File: config.mk
export PLATFORM = sky130hd
export DESIGN_NAME = reg_bus_sequencer
export DESIGN_NICKNAME = d
export VERILOG_FILES = /design/src/rtl/reg_bus_seq_pkg.sv /design/src/rtl/seq_onehot_dec.sv /design/src/rtl/reg_bus_sequencer.sv
export SDC_FILE = /design/constraint.sdc
export NUM_CORES = 1
export LEC_CHECK = 0
export ABC_AREA = 1
export BUFFER_PORTS_ARGS = -buffer_cell sky130_fd_sc_hd__buf_2
export CAP_MARGIN = 20
export CELL_PAD_IN_SITES_DETAIL_PLACEMENT = 0
export CELL_PAD_IN_SITES_GLOBAL_PLACEMENT = 2
export CORE_UTILIZATION = 29
export CTS_CLUSTER_SIZE = 20
export DETAILED_ROUTE_END_ITERATION = 8
export PLACE_DENSITY = 0.95
export SLEW_MARGIN = 20
export SYNTH_ARGS = -nofsm -noshare
export SYNTH_HDL_FRONTEND = slang
export SYNTH_HIERARCHICAL = 1
export SYNTH_SLANG_ARGS = --single-unit
File: constraint.sdc
create_clock -name CLK -period 2.3 [get_ports CLK]
set_input_delay 0.115 -clock CLK [delete_from_list [all_inputs] [get_ports CLK]]
set_output_delay 0.115 -clock CLK [all_outputs]
set_load 0.02 [all_outputs]
File: src/rtl/reg_bus_seq_pkg.sv
// Shared types for the register-bus sequencer.
// Command opcodes, FSM states and the default data width.
package reg_bus_seq_pkg;

    localparam int SEQ_WIDTH = 16;

    typedef enum logic [1:0] {
        OP_NOP  = 2'b00,
        OP_LOAD = 2'b01,
        OP_MOVE = 2'b10,
        OP_READ = 2'b11
    } op_t;

    typedef enum logic [2:0] {
        S_IDLE,
        S_BUSRD,
        S_WRITE,
        S_RSP,
        S_VERIFY
    } state_t;

endpackage

File: src/rtl/seq_onehot_dec.sv
// Register index plus enable to one-hot select vector.
// An index outside the bank decodes to all zeros.
module seq_onehot_dec #(
    parameter int IDXW = 2,
    parameter int NREG = 4
) (
    input  logic [IDXW-1:0] idx,
    input  logic            en,
    output logic [NREG-1:0] vec
);

    always_comb begin
        vec = '0;
        for (int i = 0; i < NREG; i++) begin
            if (en && (idx == IDXW'(i)))
                vec[i] = 1'b1;
        end
    end

endmodule

File: src/rtl/reg_bus_sequencer.sv
// Initiator-side sequencer driving R_W/Ea strobes for a 16-bit register bank.
// Define SEQ_VERIFY_EN to add a read-back VERIFY cycle after every write.
module reg_bus_sequencer
    import reg_bus_seq_pkg::*;
#(
    parameter int NREG  = 4,
    parameter int WIDTH = SEQ_WIDTH,
    parameter int IDXW  = $clog2(NREG)
) (
    input  logic             CLK,
    input  logic             CLR,
    input  logic             cmd_valid,
    output logic             cmd_ready,
    input  logic [1:0]       cmd_op,
    input  logic [IDXW-1:0]  cmd_src,
    input  logic [IDXW-1:0]  cmd_dst,
    input  logic [WIDTH-1:0] cmd_data,
    output logic [NREG-1:0]  R_W,
    output logic [NREG-1:0]  Ea,
    output logic [WIDTH-1:0] D,
    input  logic [WIDTH-1:0] Qa,
    output logic             rsp_valid,
    input  logic             rsp_ready,
    output logic [WIDTH-1:0] rsp_data,
    output logic             done,
    output logic             err
);

    localparam logic [31:0] NREG_L = 32'(NREG);

    state_t          state;
    op_t             op_q;
    logic [IDXW-1:0] dst_q;

    op_t             op_in;
    logic            accept;
    logic            src_ok;
    logic            dst_ok;
    logic            idx_ok;

    logic            ea_en;
    logic [IDXW-1:0] ea_idx;
    logic            wr_en;
    logic [IDXW-1:0] wr_idx;
    logic [NREG-1:0] ea_vec;
    logic [NREG-1:0] wr_vec;

    assign op_in  = op_t'(cmd_op);
    assign accept = cmd_valid && cmd_ready;
    assign src_ok = 32'(cmd_src) < NREG_L;
    assign dst_ok = 32'(cmd_dst) < NREG_L;

    always_comb begin
        unique case (op_in)
            OP_LOAD: idx_ok = dst_ok;
            OP_MOVE: idx_ok = src_ok && dst_ok;
            OP_READ: idx_ok = src_ok;
            default: idx_ok = 1'b1;
        endcase
    end

    // Strobe requests for the next cycle, registered below.
    always_comb begin
        ea_en  = 1'b0;
        ea_idx = cmd_src;
        wr_en  = 1'b0;
        wr_idx = dst_q;
        case (state)
            S_IDLE: begin
                if (accept && idx_ok) begin
                    case (op_in)
                        OP_LOAD: begin
                            wr_en  = 1'b1;
                            wr_idx = cmd_dst;
                        end
                        OP_MOVE,
                        OP_READ: ea_en = 1'b1;
                        default: ;
                    endcase
                end
            end
            S_BUSRD: wr_en = (op_q == OP_MOVE);
`ifdef SEQ_VERIFY_EN
            S_WRITE: begin
                ea_en  = 1'b1;
                ea_idx = dst_q;
            end
`endif
            default: ;
        endcase
    end

    seq_onehot_dec #(
        .IDXW(IDXW),
        .NREG(NREG)
    ) u_ea_dec (
        .idx(ea_idx),
        .en (ea_en),
        .vec(ea_vec)
    );

    seq_onehot_dec #(
        .IDXW(IDXW),
        .NREG(NREG)
    ) u_wr_dec (
        .idx(wr_idx),
        .en (wr_en),
        .vec(wr_vec)
    );

    // D doubles as the holding register for bus reads and verify data.
    always_ff @(posedge CLK or negedge CLR) begin
        if (!CLR) begin
            state     <= S_IDLE;
            op_q      <= OP_NOP;
            dst_q     <= '0;
            cmd_ready <= 1'b1;
            R_W       <= '1;
            Ea        <= '0;
            D         <= '0;
            rsp_valid <= 1'b0;
            rsp_data  <= '0;
            done      <= 1'b0;
            err       <= 1'b0;
        end else begin
            R_W  <= ~wr_vec;
            Ea   <= ea_vec;
            done <= 1'b0;
            err  <= 1'b0;
            case (state)
                S_IDLE: begin
                    if (accept) begin
                        op_q  <= op_in;
                        dst_q <= cmd_dst;
                        if (!idx_ok) begin
                            err <= 1'b1;
                        end else begin
                            case (op_in)
                                OP_LOAD: begin
                                    state     <= S_WRITE;
                                    D         <= cmd_data;
                                    cmd_ready <= 1'b0;
                                end
                                OP_MOVE,
                                OP_READ: begin
                                    state     <= S_BUSRD;
                                    cmd_ready <= 1'b0;
                                end
                                default: done <= 1'b1;
                            endcase
                        end
                    end
                end
                S_BUSRD: begin
                    if (op_q == OP_MOVE) begin
                        state <= S_WRITE;
                        D     <= Qa;
                    end else begin
                        state     <= S_RSP;
                        rsp_valid <= 1'b1;
                        rsp_data  <= Qa;
                    end
                end
                S_WRITE: begin
`ifdef SEQ_VERIFY_EN
                    state <= S_VERIFY;
`else
                    state     <= S_IDLE;
                    done      <= 1'b1;
                    cmd_ready <= 1'b1;
`endif
                end
`ifdef SEQ_VERIFY_EN
                S_VERIFY: begin
                    state     <= S_IDLE;
                    done      <= 1'b1;
                    err       <= (Qa != D);
                    cmd_ready <= 1'b1;
                end
`endif
                S_RSP: begin
                    if (rsp_ready) begin
                        state     <= S_IDLE;
                        rsp_valid <= 1'b0;
                        done      <= 1'b1;
                        cmd_ready <= 1'b1;
                    end
                end
                default: begin
                    state     <= S_IDLE;
                    cmd_ready <= 1'b1;
                end
            endcase
        end
    end

endmodule

* After elaboration in Yosys (flattened, before gate mapping) *
Cells that the tools add are included.

storage, ports and cells
  flip-flop bits (word level) = 50
  input port bits = 42
  output and inout bits = 44
  word-level logic and storage cells = 92

operators by class
  eq/ne operators = 20
  muxes and demuxes = 37
  bitwise operators = 3
  reductions and logical operators = 22

operator list
  kind                number
  $mux 16             3
  $pmux 16 s2         1
  $mux 1              22
  $eq 2x2->1 const B  7
  $ne 2x2->1 const B  5
  $logic_and 1x1->1   9
  $pmux 3 s3          1
  $reduce_and 4->1    2
  $eq 2x1->1 const B  3
  $eq 3x2->1 const B  2
  $mux 2              3
  $mux 3              2
  $pmux 1 s3          2
  $pmux 3 s2          1
  $reduce_and 3->1    2
  $logic_not 2->1     2
  $not 4->4           1
  $pmux 1 s2          2
  $reduce_and 2->1    2
  $reduce_bool 2->1   2
  $eq 3x1->1 const B  1
  $logic_not 3->1     1
  $ne 3x1->1 const B  1
  $reduce_or 3->1     1
  3 further kinds     4

* Logic depth before layout (Yosys ltp) *
  depth in word-level cells = 8
  depth in mapped cells = 9
  depth with buffers taken out = 9

* By module *
The synthesis kept the hierarchy.

modules (own cells, without submodules)
  module             times used  cells an instance  area an instance (µm²)  sequential area each (µm²)
  reg_bus_sequencer  1           248                2,134.5                 1,232.4
  seq_onehot_dec     2           8                  30.0                    0.0

* Worst setup path after synthesis *
Ideal clock, no wire load.

  path type = reg2reg
  start point = register cmd_ready
  end point = register R_W[2]
  library setup time = 0.074 ns
  arrival time = 1.461 ns
  required time = 2.226 ns
  setup slack = 0.765 ns
  cell stages (with the launch flop) = 9
  buffers on the path = 1
  period minus slack after synthesis = 1.535 ns
  cell sequence = dfstp_2 -> nand2_1 -> inv_1 -> nand3_4 -> nand2_4 -> buf_8 -> nand2_1 -> nor2_1 -> inv_1

between the ends
  elaborated cells between the ends (all ways) = 9
  those cells by class = eq/ne (1); mux (5); bitwise (1); reduce/logical (2)

RTL lines
  element                 RTL line                  RTL
  from (decl)             reg_bus_sequencer.sv:13   output logic cmd_ready,
  from (signal assigned)  reg_bus_sequencer.sv:117  cmd_ready <= 1'b1;
  from (signal assigned)  reg_bus_sequencer.sv:142  cmd_ready <= 1'b0;
  from (signal assigned)  reg_bus_sequencer.sv:147  cmd_ready <= 1'b0;
  $logic_and 1x1->1       reg_bus_sequencer.sv:49   assign accept = cmd_valid && cmd_ready;
  $mux 1                  reg_bus_sequencer.sv:70   if (accept && idx_ok) begin
  $pmux 1 s2              reg_bus_sequencer.sv:68   case (state)
  net wr_en               reg_bus_sequencer.sv:43   logic wr_en;
  $logic_and 1x1->1       seq_onehot_dec.sv:15      if (en && (idx == IDXW'(i)))
  $mux 1                  seq_onehot_dec.sv:15
  net wr_vec[2]           reg_bus_sequencer.sv:46   logic [NREG-1:0] wr_vec;
  $not 4->4               reg_bus_sequencer.sv:126  R_W <= ~wr_vec;
  to (signal assigned)    reg_bus_sequencer.sv:126
  to (decl)               reg_bus_sequencer.sv:18   output logic [NREG-1:0] R_W,

The timed path passes the listed nets, and every way through them passes these cells.
A chain may end at the register's enable or synchronous reset.

* Worst setup path in the final report *
  start point = register cmd_ready
  end point = register R_W[2]

between the ends
  longest elaborated chain between the ends = 7
  elaborated cells between the ends (all ways) = 9
  those cells by class = eq/ne (1); mux (5); bitwise (1); reduce/logical (2)

RTL lines
  element              RTL line
  $logic_and 1x1->1 *  reg_bus_sequencer.sv:49
  $mux 2               reg_bus_sequencer.sv:70
  $mux 2               reg_bus_sequencer.sv:68
  $eq 2x2->1           seq_onehot_dec.sv:15
  $logic_and 1x1->1 *  seq_onehot_dec.sv:15
  $mux 1 *             seq_onehot_dec.sv:15
  net wr_vec[2]        reg_bus_sequencer.sv:46
  $not 4->4 *          reg_bus_sequencer.sv:126

Mark *: on every way through the listed nets, which the timed path passes. The rest lies on a longest branch.

==> results.toml <==
[worst_hold_path]
worstHoldStart = "cmd_dst[0]"
hold_path_class = "in2reg"

[setup_path]
crit_path_start = "cmd_ready"
path_max_fanout = 19
crit_family = "simple AND/OR/NAND/NOR gates"
worstReg2RegStart = "cmd_ready"
crit_type = "reg2reg"
worstPathRequired_ns = 2.54
cp-start-kind = "flop"
max_stage_delay_ns = 0.54
crit_arrival_ns = 1.94
crit_chain = "nand2_1 -> inv_1 -> nand3_4 -> nand2_4 -> nand2_1 -> nor2_1 -> inv_1"
cp-end-kind = "flop"
cp_num_buf_inv = 2
worst_path_max_delay_cell = "dfstp_2"

[place]
place_congestion = 0.820
hpwl_microns = 4090
place_inst = 441
port_buffers = 84

[synthesis]
synth_cell_types = 22
syn_area_per_cell_sq_um = 8.31
ys_ff_latch = 49
synthCells = 264
syn_nets = 306
seq_area_frac_synth = 0.562
yosysTopAreaCellShare = 0.502
ys.warnings.count = 6
netlist_area_sq_um = 2190
synthTopCellsByArea = "dfrtp_1 (50%), nand2_1 (15%), o21ai_0 (9.6%)"
synth_top_area_cell = "dfrtp_1"

[timing]
finalSetupViolCount = 0
fin_setup_tns_ns = 0
slew_viol_final = 0
max_clock_freq_mhz = 589
hold_ws_ns = 0.0388
final_hold_viol_count = 0
slew_headroom = 0.588
tightest_slew_ns = 0.617
fin_crit_ns = 1.70
rsz0062_at_grt = "false"
clock_skew_ns = 0.00383
finalCritPeriodShare = 0.738

[route]
drc = 0
wl_per_cell_microns = 12.1
dr.pass1.iters = 4
ant_nets = 0
vias_per_cell = 4.30
finalWirelength_microns = 5470
drtIter0Drc = 113
vias = 1938

[clock_network]
cts_max_path_buffers = 2
cts_buffers = 5
cts_setup_buffers = 0
clock-sinks = 49
cts_tree = "yes"
cts_root_buffer = "clkbuf_8"
htreeDepth = 2
clk_latency_ns = 0.30
cts.clk_slew.worst_paths_ns = 0.09

[layout]
antenna_cells = 0
finish.utilization = 0.388
register_area_sq_um = 1230
area_growth_pct = 28.9
fin_cells = 451
fillers = 816
final_cell_mix = "nand2_1 (85), buf_2 (84), dfrtp_1 (44)"
layout-drive-gt1-share = 0.307
final_common_cell = "nand2_1"
multi_input_area_sq_um = 769
layout.nets = 393

[floorplanning]
dieArea_sq_um = 7920
io_pins = 86
rows = 31
die_h_microns = 89.0
initial_core_util = 0.301
core_sq_um = 7290
die_w_microns = 89.0

[power_and_ir_drop]
ir_worst_vdd_mv = 0.320
p_per_area_nw_per_um2 = 1280
leakage_nw = 1.57

[global_routing]
first_global_vias = 1704
grt_pass1_wl_microns = 8360
track_usage = 0.142
grt_overflow_total = 0
antenna_found_initial = 0
grt_max_degree = 50

[run_status]
status = "completed"

[job]
cap_violations = 0
-- tightest hold or removal path, cell delays in order --
cell and delay [ns]:
buf_2 0.08, nand2_1 0.05, nand2_1 0.06
-- layer usage --
layer / wire length, microns / GRT usage
met1: 2710 / 0.212
met2: 2440 / 0.207
met3: 258 / 0.0305
met4: 63 / 0.0433
met5: 0 / 0
-- kinds of logic after synthesis --
family                 Yosys count  share of synthesized area
other                            1                    0.00171
AOI/OAI and AO/OA               45                      0.104
buffers and inverters           45                     0.0878
and+or+nand+nor                124                      0.245
DFF                             49                      0.562
-- registers in the layout (all words and copies together), names as in the netlist --
| register | cells |
|---|---|
| op_q | 2 |
| dst_q | 2 |
| R_W | 4 |
| state | 2 |
| D | 16 |
| Ea | 4 |
| rsp_data | 16 |
| done | 1 |
| cmd_ready | 1 |
| rsp_valid | 1 |
-- synthesized netlist by cell type (all sizes together) --
cell	instances
dfstp	5
nand3	20
nor3	2
nor2	15
clkbuf	1
a21oi	2
a21o	1
conb	1
nand4	1
o21ai	42
nand2	86
buf	9
inv	35
dfrtp	44
-- where the power goes --
part           total, mW  switching [mW]  internal (mW)  leakage (nW)
clock              0.556           0.283          0.272        0.0542
sequential          1.44           0.207           1.23         0.599
combinational       1.62            1.08          0.541         0.917
-- metrics by stage --
stage	total power [mW]	setup slack, ns	cell area (sq um)
final	3.62	0.603	2830
after global routing	3.92	0.356	2830
after CTS	3.66	0.569	2830
after detailed placement	3.09	0.578	2710
after global placement	3.06	0.599	2710
after floorplan	2.54	0.765	2190
-- layout make-up --
type,count,share of cell area
clock buffer,7,0.0341
clock inverter,1,0.00177
inverter,35,0.0464
multi-input combinational,170,0.272
sequential,49,0.436
tap,99,0.0438
timing repair buffer,90,0.166
-- timing repair --
action,CTS,global route
hold buffers,2,0
gates resized for setup,0,0
endpoints found under the hold margin,46,0
-- final timing paths --
kind	slack, ns	to	cells after the start
worst min-delay path	0.04	dst_q[0]	3
min in group asynchronous	0.46	Ea[3]	3
worst min register to register	0.49	rsp_data[15]	2
max in group asynchronous	1.42	op_q[0]	3
worst max-delay path	0.60	R_W[2]	7
worst max register to register	0.60	R_W[2]	7
Note: power is estimated with default switching activity, not from simulation.
